<file path="src/rtl/imm_gen_pipe.sv">
// RV32/RV64 immediate decoder feeding a 2-entry skid FIFO with a registered in_ready.
// Define IMM_GEN_TARGET_EN to store the PC per entry and drive out_target = pc + imm.
module imm_gen_pipe #(
  parameter int XLEN = 32
) (
  input  logic            clk,
  input  logic            rst,
  input  logic            flush,
  input  logic            in_valid,
  output logic            in_ready,
  input  logic [31:0]     in_instr,
  input  logic [XLEN-1:0] in_pc,
  output logic            out_valid,
  input  logic            out_ready,
  output logic [XLEN-1:0] out_imm,
  output logic [5:0]      out_fmt,
  output logic [XLEN-1:0] out_target,
  output logic            out_illegal
);

  typedef enum logic [1:0] {
    EMPTY = 2'd0,
    ONE   = 2'd1,
    TWO   = 2'd2
  } fifoState_e;

  localparam logic [5:0] FMT_SHAMT = 6'b100000;
  localparam logic [5:0] FMT_I     = 6'b010000;
  localparam logic [5:0] FMT_S     = 6'b001000;
  localparam logic [5:0] FMT_B     = 6'b000100;
  localparam logic [5:0] FMT_U     = 6'b000010;
  localparam logic [5:0] FMT_J     = 6'b000001;
  localparam logic       SHAMT_WIDE = (XLEN == 64);

  logic [6:0]      opcode;
  logic [2:0]      funct3;
  logic [31:0]     decImm32;
  logic [XLEN-1:0] decImm;
  logic [5:0]      decFmt;
  logic            decIllegal;

  fifoState_e      state_q, state_d;
  logic            inReady_q, inReady_d;
  logic [XLEN-1:0] headImm_q, headImm_d, tailImm_q, tailImm_d;
  logic [5:0]      headFmt_q, headFmt_d, tailFmt_q, tailFmt_d;
  logic            headIll_q, headIll_d, tailIll_q, tailIll_d;
  logic            push, pop;
  logic            loadHead, loadTail, shiftTail;

  assign opcode = in_instr[6:0];
  assign funct3 = in_instr[14:12];

  // Every immediate fits in 32 signed bits, so decode at 32 and sign-extend once.
  always_comb begin
    decImm32   = '0;
    decFmt     = '0;
    decIllegal = 1'b0;
    case (opcode)
      7'b0010011: begin
        if (funct3 == 3'b001 || funct3 == 3'b101) begin
          decFmt   = FMT_SHAMT;
          decImm32 = {26'b0, in_instr[25] & SHAMT_WIDE, in_instr[24:20]};
        end else begin
          decFmt   = FMT_I;
          decImm32 = {{20{in_instr[31]}}, in_instr[31:20]};
        end
      end
      7'b0000011, 7'b1100111, 7'b0001111, 7'b1110011: begin
        decFmt   = FMT_I;
        decImm32 = {{20{in_instr[31]}}, in_instr[31:20]};
      end
      7'b0100011: begin
        decFmt   = FMT_S;
        decImm32 = {{20{in_instr[31]}}, in_instr[31:25], in_instr[11:7]};
      end
      7'b1100011: begin
        decFmt   = FMT_B;
        decImm32 = {{19{in_instr[31]}}, in_instr[31], in_instr[7],
                    in_instr[30:25], in_instr[11:8], 1'b0};
      end
      7'b0110111, 7'b0010111: begin
        decFmt   = FMT_U;
        decImm32 = {in_instr[31:12], 12'b0};
      end
      7'b1101111: begin
        decFmt   = FMT_J;
        decImm32 = {{11{in_instr[31]}}, in_instr[31], in_instr[19:12],
                    in_instr[20], in_instr[30:21], 1'b0};
      end
      7'b0110011: decIllegal = 1'b0;
      default:    decIllegal = 1'b1;
    endcase
  end

  if (XLEN > 32) begin : gSext
    assign decImm = {{(XLEN-32){decImm32[31]}}, decImm32};
  end else begin : gNoSext
    assign decImm = decImm32[XLEN-1:0];
  end

  assign push = in_valid & inReady_q;
  assign pop  = out_valid & out_ready;

  // Head always holds the oldest entry; tail is only occupied in TWO.
  always_comb begin
    state_d   = state_q;
    loadHead  = 1'b0;
    loadTail  = 1'b0;
    shiftTail = 1'b0;
    case (state_q)
      EMPTY: begin
        if (push) begin
          state_d  = ONE;
          loadHead = 1'b1;
        end
      end
      ONE: begin
        if (push && pop) begin
          loadHead = 1'b1;
        end else if (push) begin
          state_d  = TWO;
          loadTail = 1'b1;
        end else if (pop) begin
          state_d = EMPTY;
        end
      end
      TWO: begin
        if (pop) begin
          state_d   = ONE;
          shiftTail = 1'b1;
        end
      end
      default: state_d = EMPTY;
    endcase
    if (flush) begin
      state_d   = EMPTY;
      loadHead  = 1'b0;
      loadTail  = 1'b0;
      shiftTail = 1'b0;
    end
    inReady_d = (state_d != TWO);
  end

  always_comb begin
    headImm_d = headImm_q;
    headFmt_d = headFmt_q;
    headIll_d = headIll_q;
    tailImm_d = tailImm_q;
    tailFmt_d = tailFmt_q;
    tailIll_d = tailIll_q;
    if (loadHead) begin
      headImm_d = decImm;
      headFmt_d = decFmt;
      headIll_d = decIllegal;
    end else if (shiftTail) begin
      headImm_d = tailImm_q;
      headFmt_d = tailFmt_q;
      headIll_d = tailIll_q;
    end
    if (loadTail) begin
      tailImm_d = decImm;
      tailFmt_d = decFmt;
      tailIll_d = decIllegal;
    end
  end

  always_ff @(posedge clk or posedge rst) begin
    if (rst) begin
      state_q   <= EMPTY;
      inReady_q <= 1'b1;
      headImm_q <= '0;
      headFmt_q <= '0;
      headIll_q <= 1'b0;
      tailImm_q <= '0;
      tailFmt_q <= '0;
      tailIll_q <= 1'b0;
    end else begin
      state_q   <= state_d;
      inReady_q <= inReady_d;
      headImm_q <= headImm_d;
      headFmt_q <= headFmt_d;
      headIll_q <= headIll_d;
      tailImm_q <= tailImm_d;
      tailFmt_q <= tailFmt_d;
      tailIll_q <= tailIll_d;
    end
  end

  assign in_ready    = inReady_q;
  assign out_valid   = (state_q != EMPTY);
  assign out_imm     = out_valid ? headImm_q : '0;
  assign out_fmt     = out_valid ? headFmt_q : '0;
  assign out_illegal = out_valid ? headIll_q : 1'b0;

`ifdef IMM_GEN_TARGET_EN
  logic [XLEN-1:0] headPc_q, headPc_d, tailPc_q, tailPc_d;

  always_comb begin
    headPc_d = headPc_q;
    tailPc_d = tailPc_q;
    if (loadHead) begin
      headPc_d = in_pc;
    end else if (shiftTail) begin
      headPc_d = tailPc_q;
    end
    if (loadTail) begin
      tailPc_d = in_pc;
    end
  end

  always_ff @(posedge clk or posedge rst) begin
    if (rst) begin
      headPc_q <= '0;
      tailPc_q <= '0;
    end else begin
      headPc_q <= headPc_d;
      tailPc_q <= tailPc_d;
    end
  end

  // Adder sits after the head register so the decode path stays short.
  assign out_target = out_valid ? (headPc_q + headImm_q) : '0;
`else
  logic unusedPc;
  assign unusedPc   = ^in_pc;
  assign out_target = '0;
`endif

endmodule
</file>
<file path="config.mk">
export PLATFORM = sky130hd
export DESIGN_NAME = imm_gen_pipe
export DESIGN_NICKNAME = d
export VERILOG_FILES = /design/src/rtl/imm_gen_pipe.sv
export SDC_FILE = /design/constraint.sdc
export NUM_CORES = 1
export LEC_CHECK = 0
export CORE_UTILIZATION = 40
export DETAILED_ROUTE_END_ITERATION = 10
export PLACE_DENSITY = 0.8
export SYNTH_ARGS = -nofsm -noshare
export SYNTH_HDL_FRONTEND = slang
export SYNTH_SLANG_ARGS = --single-unit
</file>
<file path="constraint.sdc">
create_clock -name clk -period 6.54 [get_ports clk]
set_input_delay 1.962 -clock clk [delete_from_list [all_inputs] [get_ports clk]]
set_output_delay 1.962 -clock clk [all_outputs]
set_load 0.02 [all_outputs]
</file>
==> results.toml <==
[final_layout]
drive_above_1_share = 0.0672
fin_util = 0.505
stdcell_area_um2 = 5260
antenna_cells = 0
fill_cells = 992
final_common_cell = "dfrtp_1"
areaGrowthSynthToFinish_pct = 21.1
final-seq-area_um2 = 2030
layout.nets = 600
final_cell_mix = "80 x dfrtp_1, 77 x clkdlybuf4s50_1, 69 x nand2_1, 44 x nor2b_1, 32 x conb_1"
multi_input_area_um2 = 2050

[synth]
syn_inst = 468
synth_seq_cells = 81
synthFlopType = "dfrtp_1"
async_flop_share = 1.00
synth_enable_flop_cells = 0
ys_types = 54
seq_area_frac_synth = 0.467
yosys_warnings = 0
synthesis.area_um2 = 4340
syn_area_per_cell_um2 = 9.28

[detailed_routing]
routed_wirelength_mm = 11.5
wl_per_cell_um = 17.1
drc = 0
drt_iter0_markers = 392
viasPerCell = 5.69
vias = 3824
dr.pass1.iters = 5
final_antenna_net_count = 0

[clocking]
tritoncts = "yes"
cts_hold_buf = 0
cts_resized = 0
numCtsBuffers = 9
post_cts_buffers = 0
clockRootBuffer = "clkbuf_8"
cts_max_path_buffers = 2
h-tree-depth = 3
clkSinkCount = 81
clk_pin_slew_ns = 0.08
insertion_delay_ns = 0.36

[global_route]
first_global_vias = 3684
grt_pass1_wl_mm = 18.7
grt_max_degree = 48
grt.overflow.total = 0
antenna_found_initial = 0
track_usage = 0.210

[critical_path]
path_cells = "clkdlybuf4s50_1 > nor2b_1 > or3_1 > buf_4 > or4_1 > nand4_1"
critPathMaxFanout = 20
critical_path_class = "input port to flip-flop"
end_kind = "flip-flop"
slowest_delay_ns = 0.71
worstPathArrival_ns = 4.57
slowest_stage = "or4_1"
crit_family = "simple AND/OR/NAND/NOR gates"
critPathBufInv = 2
worstPathRequired_ns = 6.82
cp-start-kind = "input port"

[worst_hold_path]
hold_class = "flip-flop to flip-flop"

[sta]
clock_skew_ns = 0.00907
max_slew_margin = 0.291
hold_viol_final = 0
setup_viol = 0
min_period_over_period = 0.656
setup_tns_ns = 0
holdWs_ns = 0.486
tightestPinTransition_ns = 1.06
max_freq_mhz = 233
timing.final.crit_period_ns = 4.29
final_max_slew_viol_count = 0
rsz0062_at_grt = "false"

[pwr]
powerDensity_nw_per_um2 = 213
p_leak_nw = 2.27
vdd_drop_max_uv = 127
power_mw = 1.12

[placement]
portBuffers = 77
gp_congestion = 0.856
post_dp_cell_area_um2 = 5090
place_hpwl_mm = 7.82

[die]
ios = 142
fp-row-count = 37
coreArea_um2 = 10400
design.die.area_um2 = 11300
die_x_um = 106
die_h_um = 106
initial_core_util = 0.417

[flow_run]
cap_viol_max_count = 0

[outcome]
status = "complete, no violations"
-- cells by family after synthesis --
kind of cell / Yosys count / share of synthesized area
buffers and inverters: 68 / 0.0876
DFF: 81 / 0.467
other: 1 / 0.000864
xor gates and xnor gates: 1 / 0.00202
AOI/OAI and AO/OA: 110 / 0.193
and+or+nand+nor: 206 / 0.248
muxes: 1 / 0.00231
-- routing by layer --
layer	up-vias	GRT usage	part of all wire
li1	1739	-	-
met1	1831	0.272	0.41
met2	231	0.353	0.49
met3	23	0.0454	0.088
met4	0	0.0605	0.015
met5	-	0	0
-- stage by stage --
| step | setup slack (ns) | std cells |
|---|---|---|
| after CTS | 2.30 | 672 |
| after global placement | 2.00 | 656 |
| final | 2.25 | 672 |
| after floorplan | 2.50 | 499 |
| after global routing | 2.10 | 672 |
| after detailed placement | 1.94 | 656 |
-- worst paths after layout --
kind	end	slack [ns]	cells after the start	from
worst max register to register	headImm_q[13]	3.87	5	state_q[1]
worst max-delay path	headImm_q[13]	2.25	6	out_ready
max in group asynchronous	tailImm_q[11]	3.41	3	rst
min in group asynchronous	headImm_q[27]	2.05	2	rst
worst min-delay path	tailIll_q	0.49	2	tailIll_q
worst min register to register	tailIll_q	0.49	2	tailIll_q
-- power breakdown --
part,switching [mW],internal [mW],total [mW]
Sequential,0.0288,0.553,0.582
Combinational,0.126,0.0923,0.219
Clock,0.182,0.139,0.321
-- area by class of cell --
class / instances / area share
inverters: 5 / 0.00357
repair buffers: 84 / 0.157
clock buffers: 12 / 0.0257
clock inverters: 4 / 0.00571
flip-flops and latches: 81 / 0.386
well taps: 136 / 0.0324
multi-input cells: 350 / 0.390
-- tightest hold or removal path: stages (launching register included) --
cell,delay [ns]
dfrtp_1,0.35
nand2_1,0.05
o21ai_0,0.06
-- state kept, by name, summed over array words and instances (netlist names) --
signal,cells
headImm_q,32
tailImm_q,32
headFmt_q,6
tailFmt_q,6
state_q,2
headIll_q,1
in_ready,1
tailIll_q,1
-- Yosys cell counts (11+ instances only) --
cell,number,area share
a21oi_1,19,0.022
a221o_1,19,0.044
a22o_1,16,0.032
a32oi_1,11,0.022
buf_4,32,0.055
clkbuf_1,25,0.022
dfrtp_1,80,0.46
nand2_1,69,0.060
nand3_1,12,0.014
nor2_1,31,0.027
nor2b_1,44,0.063
o21ai_0,15,0.017
Power figures use the tool's default switching activity.
